## src/rtl/alu_uart_interface.sv

```systemverilog
// Frame assembler between the UART receiver and the ALU: collects A, B and opcode bytes,
// launches one result byte to the UART transmitter and recovers framing on timeout or bad opcode.
module alu_uart_interface #(
   parameter int unsigned N_BITS_DATA    = 8,
   parameter int unsigned N_BITS_OP      = 6,
   parameter int unsigned TIMEOUT_CYCLES = 100000
) (
   input  logic                   clock,
   input  logic                   reset,
   input  logic                   rx_done_tick_i,
   input  logic [N_BITS_DATA-1:0] rx_data_i,
   input  logic [N_BITS_DATA-1:0] alu_result_i,
   input  logic                   tx_done_tick_i,
   output logic [N_BITS_DATA-1:0] data_a_o,
   output logic [N_BITS_DATA-1:0] data_b_o,
   output logic [N_BITS_OP-1:0]   op_o,
   output logic                   tx_start_o,
   output logic [N_BITS_DATA-1:0] tx_data_o,
   output logic                   frame_err_o,
   output logic                   busy_o
);

   localparam int unsigned CntW = (TIMEOUT_CYCLES > 2) ? $clog2(TIMEOUT_CYCLES) : 1;
   localparam logic [CntW-1:0] CntLast = CntW'(TIMEOUT_CYCLES - 1);

   localparam logic [N_BITS_OP-1:0] OpAdd = N_BITS_OP'(6'b100000);
   localparam logic [N_BITS_OP-1:0] OpSub = N_BITS_OP'(6'b100010);
   localparam logic [N_BITS_OP-1:0] OpAnd = N_BITS_OP'(6'b100100);
   localparam logic [N_BITS_OP-1:0] OpOr  = N_BITS_OP'(6'b100101);
   localparam logic [N_BITS_OP-1:0] OpXor = N_BITS_OP'(6'b100110);
   localparam logic [N_BITS_OP-1:0] OpSra = N_BITS_OP'(6'b000011);
   localparam logic [N_BITS_OP-1:0] OpSrl = N_BITS_OP'(6'b000010);
   localparam logic [N_BITS_OP-1:0] OpNor = N_BITS_OP'(6'b100111);

   typedef enum logic [2:0] {
      StWaitA,
      StWaitB,
      StWaitOp,
      StExec,
      StSend,
      StWaitTx
   } state_e;

   state_e                 state_q, state_d;
   logic [CntW-1:0]        cnt_q, cnt_d;
   logic [N_BITS_DATA-1:0] a_q, a_d;
   logic [N_BITS_DATA-1:0] b_q, b_d;
   logic [N_BITS_OP-1:0]   op_q, op_d;
   logic [N_BITS_DATA-1:0] tx_data_q, tx_data_d;
   logic                   tx_start_q, tx_start_d;
   logic                   err_q, err_d;
   logic [N_BITS_OP-1:0]   rx_op;
   logic                   op_legal;
   logic                   expired;

   assign rx_op   = rx_data_i[N_BITS_OP-1:0];
   assign expired = (cnt_q == CntLast);

   always_comb begin
      unique case (rx_op)
         OpAdd, OpSub, OpAnd, OpOr, OpXor, OpSra, OpSrl, OpNor: op_legal = 1'b1;
         default:                                               op_legal = 1'b0;
      endcase
   end

   always_comb begin
      state_d    = state_q;
      cnt_d      = cnt_q;
      a_d        = a_q;
      b_d        = b_q;
      op_d       = op_q;
      tx_data_d  = tx_data_q;
      tx_start_d = 1'b0;
      err_d      = 1'b0;
      unique case (state_q)
         StWaitA: begin
            if (rx_done_tick_i) begin
               a_d     = rx_data_i;
               cnt_d   = '0;
               state_d = StWaitB;
            end
         end
         StWaitB: begin
            // A byte arriving on the expiry cycle takes priority over the timeout.
            if (rx_done_tick_i) begin
               b_d     = rx_data_i;
               cnt_d   = '0;
               state_d = StWaitOp;
            end else if (expired) begin
               cnt_d   = '0;
               err_d   = 1'b1;
               state_d = StWaitA;
            end else begin
               cnt_d = cnt_q + CntW'(1);
            end
         end
         StWaitOp: begin
            if (rx_done_tick_i) begin
               cnt_d = '0;
               if (op_legal) begin
                  op_d    = rx_op;
                  state_d = StExec;
               end else begin
                  err_d   = 1'b1;
                  state_d = StWaitA;
               end
            end else if (expired) begin
               cnt_d   = '0;
               err_d   = 1'b1;
               state_d = StWaitA;
            end else begin
               cnt_d = cnt_q + CntW'(1);
            end
         end
         StExec: begin
            tx_data_d  = alu_result_i;
            tx_start_d = 1'b1;
            state_d    = StSend;
         end
         StSend: begin
            state_d = StWaitTx;
         end
         StWaitTx: begin
            if (tx_done_tick_i) begin
               state_d = StWaitA;
            end
         end
         default: begin
            state_d = StWaitA;
         end
      endcase
   end

   always_ff @(posedge clock or negedge reset) begin
      if (!reset) begin
         state_q    <= StWaitA;
         cnt_q      <= '0;
         a_q        <= '0;
         b_q        <= '0;
         op_q       <= '0;
         tx_data_q  <= '0;
         tx_start_q <= 1'b0;
         err_q      <= 1'b0;
      end else begin
         state_q    <= state_d;
         cnt_q      <= cnt_d;
         a_q        <= a_d;
         b_q        <= b_d;
         op_q       <= op_d;
         tx_data_q  <= tx_data_d;
         tx_start_q <= tx_start_d;
         err_q      <= err_d;
      end
   end

   assign data_a_o    = a_q;
   assign data_b_o    = b_q;
   assign op_o        = op_q;
   assign tx_data_o   = tx_data_q;
   assign tx_start_o  = tx_start_q;
   assign frame_err_o = err_q;
   assign busy_o      = (state_q == StExec) || (state_q == StSend) || (state_q == StWaitTx);

endmodule

```

## config.mk

```make
export PLATFORM = sky130hd
export DESIGN_NAME = alu_uart_interface
export DESIGN_NICKNAME = d
export VERILOG_FILES = /design/src/rtl/alu_uart_interface.sv
export SDC_FILE = /design/constraint.sdc
export NUM_CORES = 1
export LEC_CHECK = 0
export BUFFER_PORTS_ARGS = -buffer_cell sky130_fd_sc_hd__buf_2
export CAP_MARGIN = 30
export CORE_ASPECT_RATIO = 1.4
export CORE_MARGIN = 1
export CORE_UTILIZATION = 54
export CTS_BUF_LIST = sky130_fd_sc_hd__clkbuf_4 sky130_fd_sc_hd__clkbuf_8 sky130_fd_sc_hd__clkbuf_16
export CTS_CLUSTER_SIZE = 25
export DETAILED_ROUTE_END_ITERATION = 6
export GPL_ROUTABILITY_DRIVEN = 0
export PLACE_DENSITY = 0.87
export SYNTH_ARGS = -nofsm -noshare
export SYNTH_HDL_FRONTEND = slang
export SYNTH_SLANG_ARGS = --single-unit
```

## constraint.sdc

```tcl
create_clock -name clock -period 2.05 [get_ports clock]
set_input_delay 0.205 -clock clock [delete_from_list [all_inputs] [get_ports clock]]
set_output_delay 0.205 -clock clock [all_outputs]
set_load 0.05 [all_outputs]
```

### Yosys cells after proc, flatten, opt, wreduce, memory -nomap -nowiden

Cells that the tools add are included.

| cells by class | value |
|---|---|
| add/subtract/negate cells | 1 |
| equal/unequal tests | 16 |
| multiplexer cells | 18 |
| reduce and logical (&&, ||, !) cells | 11 |

Operators with widths:

| kind | number |
|---|---|
| $mux 17 | 3 |
| $eq 6x6->1 const B | 6 |
| $pmux 17 s2 | 1 |
| $pmux 3 s6 | 1 |
| $add 17x1->17 const B | 1 |
| $eq 17x17->1 const B | 1 |
| $mux 3 | 5 |
| $eq 6x2->1 const B | 2 |
| $reduce_and 2->1 | 4 |
| $reduce_or 8->1 | 1 |
| $eq 3x2->1 const B | 2 |
| $eq 3x3->1 const B | 2 |
| $mux 1 | 6 |
| $ne 2x2->1 const B | 2 |
| $eq 3x1->1 const B | 1 |
| $logic_not 3->1 | 1 |
| $reduce_and 3->1 | 1 |
| $logic_or 1x1->1 | 2 |
| $mux 2 | 1 |
| $pmux 1 s2 | 1 |
| $reduce_bool 2->1 | 1 |
| $reduce_or 2->1 | 1 |

| word-level totals | value |
|---|---|
| register bits after elaboration | 52 |
| bits of input ports | 20 |

### Depth between registers and ports, before layout

| depth | value |
|---|---|
| depth in word-level cells | 6 |
| depth in mapped cells | 6 |

### Worst setup path before layout

OpenSTA, ideal clock, no wires.

| path | value |
|---|---|
| kind | flip-flop to flip-flop |
| start | register cnt_q[0] |
| end | register cnt_q[1] |
| setup time | 122 ps |
| data arrival time | 1536 ps |
| required time | 1928 ps |
| setup slack | 392 ps |
| stages on the path, launching flop included | 6 |
| path buffers | 1 |
| path through | dfrtp_1 > ha_1 > and4_1 > nand4_1 > buf_2 > a32o_1 |

| between the ends | value |
|---|---|
| longest elaborated chain between the ends | 4 |
| elaborated cells on any way between the ends | 5 |
| those cells by class | 1 x add/sub; 1 x eq/ne; 3 x mux |

RTL lines:

| element | RTL line | source |
|---|---|---|
| start: declaration | 45 | `logic [CntW-1:0] cnt_q, cnt_d;` |
| start signal: assignment | 146 | `cnt_q <= cnt_d;` |
| $add 17x1->17 or $eq 17x17->1 (tied branches) | 94, 112, 57 |  |
| $mux 17 (*) | 89, 107 |  |
| $mux 17 (*) | 85 | `if (rx_done_tick_i) begin` |
| $pmux 17 s2 (*) | 75 | `unique case (state_q)` |

Every way passes the cells marked *; elsewhere a longest branch is shown, timed or not.
A chain may end at the register's enable or synchronous reset.

### Worst setup path in the final report

| path | value |
|---|---|
| start | register cnt_q[0] |
| end | register cnt_q[13] |

Same word-level chain as after synthesis.

==> reports/qor.yml <==
global_routing:
  first_global_vias: 1941
  antenna_found_initial: 0
  track_usage: 0.225
  grt_pass1_wl_microns: 8650
  grt_start_max_net_pins: 53
  grt-ovfl-total: 0
timing:
  setup_ws_ns: 0.204
  setup_tns_ns: 0
  post-route-period-util: 0.901
  fin_crit_ns: 1.85
  rsz0062_at_grt: "false"
  setup_viol: 0
  fmax_mhz: 542
  slew_headroom: 0.574
  maxSlewViolCount: 0
  fin_worst_skew_ns: 0.00792
  worstMarginPinSlew_ns: 0.639
  hold_viol_final: 0
synth:
  synth_edf_count: 0
  ys_ff_latch: 52
  synth.distinct_cells: 46
  synthCells: 223
  synthArstFlopShare: 1.00
  yosysWarningCount: 0
  synth.net_count: 244
  syn-cell-area_sq_um: 2530
  ys.flop_type: "dfrtp_1"
  yosysSeqAreaShare: 0.513
  avgSynthCellArea_sq_um: 11.4
layout:
  area_delta_synth_final_pct: 19.4
  n_antenna_cell: 0
  multi_input_area_sq_um: 1130
  fillerInstances: 347
  fin_nets: 304
  drive_gt1_frac: 0.384
  finalNonFillerCells: 346
  regArea_sq_um: 1300
  layout_common_cells: "dfrtp_1 (52), buf_2 (52), mux2_2 (24)"
clock_tree:
  cts.clk_slew.worst_paths_ns: 0.10
  cts_tree: "yes"
  cts_sinks: 52
  worstSkewPairLatency_ns: 0.30
  clk_path_buf_depth: 2
  root_buffer: "clkbuf_8"
  htreeDepth: 2
  cts_buffers: 5
drt:
  routed_via_density: 5.88
  wl_per_cell_microns: 15.4
  num_vias: 2034
  detail_route.first_pass.iterations: 4
  routed_wl_microns: 5320
  drt_iter0_drc: 93
  antenna_left: 0
  drc: 0
placement:
  dp_hpwl_microns: 3830
  dp_worst_setup_slack_ns: 0.228
  post-place-cells: 335
  io_buffer_count: 52
critical_path:
  start_kind: "flip-flop"
  arrival_ns: 2.03
  cp_cell_sequence: "ha_1 -> and4_1 -> nand4_1 -> buf_4 -> o211ai_1 -> a31oi_1"
  max_stage_delay_ns: 0.42
  startpoint: "cnt_q[0]"
  cpMaxStageDelayCell: "dfrtp_1"
  endpoint_kind: "flip-flop"
  cp.required_ns: 2.23
  r2r_start: "cnt_q[0]"
  critical_path_class: "reg2reg"
  crit_fanout: 12
pwr:
  finalPower_mw: 4.81
  vdd_drop_max_v: 0.000644
  leakage_nw: 1.38
  pwr_density_cell_nw_per_um2: 1590
floorplanning:
  die_w_microns: 59.9
  die_y_microns: 83.1
  rows: 29
  io_pins: 53
  core_area_sq_um: 4540
  die_area_sq_um: 4980
  start_util: 0.559
flow_run:
  max-cap-violations: 0
status:
  status: "complete, no violations"
worst_hold_path:
  hold_path_class: "in2async"
-- power by group --
part / switching, mW / internal (mW) / total [mW]
Clock: 0.338 / 0.368 / 0.706
Combinational: 1.73 / 0.799 / 2.53
Sequential: 0.220 / 1.35 / 1.57
-- stage by stage --
stage	hold WS (ns)	util	area, sq um
final	0.00343	0.668	3030
after floorplan	-0.0906	-	2530
after CTS	0.0185	0.663	3010
after global routing	0.0501	0.668	3030
after global placement	0.352	0.637	2890
after detailed placement	0.355	0.637	2890
-- cell families after synthesis --
family                   share of synthesized area
AND/OR/NAND/NOR                              0.180
flip-flops                                   0.513
AO/OA/AOI/OAI                                0.121
multiplexers                                 0.134
buffers and inverters                       0.0390
XOR/XNOR                                   0.00691
adder cells (fa/ha/maj)                    0.00494
-- synthesized netlist by cell type (2+ instances only) --
master	number	area [sq um]
buf_2	13	65.1
and3b_1	2	17.5
mux2_4	4	60.1
and2_1	2	12.5
nand2b_1	4	25.0
inv_1	5	18.8
nand4_1	7	43.8
nor2b_1	3	18.8
o21ai_0	5	25.0
a21oi_1	5	25.0
nor3_1	3	15.0
or3_1	2	12.5
and2_2	2	15.0
nand2_1	10	37.5
mux2_2	24	270
a31oi_1	21	131
and3_1	2	12.5
or4_1	6	45.0
nor2_1	4	15.0
nor4_1	5	31.3
o211ai_1	3	22.5
dfrtp_1	52	1300
and4_1	2	17.5
nand3_1	14	70.1
nor4b_1	2	17.5
-- per-layer routing --
layer	track usage	vias up	wire length, microns
li1	-	965	-
met1	0.266	990	2120
met2	0.395	74	2940
met3	0.0389	5	195
met4	0.0782	0	65
met5	0	-	0
-- state kept, by name, summed over array words and instances (netlist names) --
register and count:
cnt_q 17, data_a_o 8, data_b_o 8, tx_data_o 8, op_o 6, state_q 3
frame_err_o 1, tx_start_o 1
-- worst max-delay path, delay by kind of cell, from the launching register on --
kind                     cells  cell delay (ns)
AND/OR/NAND/NOR              2             0.47
flip-flops                   1             0.42
adder cells (fa/ha/maj)      1             0.29
buffers and inverters        1             0.28
AO/OA/AOI/OAI                2             0.27
-- path summary, 6_finish.rpt --
kind                           endpoint  slack (ns)  cells after the start
setup / recovery              cnt_q[13]        0.20                      6
hold / removal             tx_data_o[7]       0.003                      2
setup reg to reg              cnt_q[13]        0.20                      6
hold reg to reg             data_b_o[6]        0.51                      1
max in group asynchronous     cnt_q[10]        1.62                      2
min in group clock         tx_data_o[3]        0.13                      2
-- area by class of cell --
type	instances	share of cell area
Sequential cell	52	0.430
Multi-Input combinational cell	151	0.375
Timing Repair Buffer	68	0.126
Tap cell	62	0.0256
Clock buffer	5	0.0227
Clock inverter	3	0.0153
Inverter	5	0.00620
-- what timing repair did --
action,CTS,global route
endpoints found under the setup margin,0,1
hold buffers,0,0
gates resized for setup,0,0
buffers inserted,0,3
Note: power is estimated with default switching activity, not from simulation.
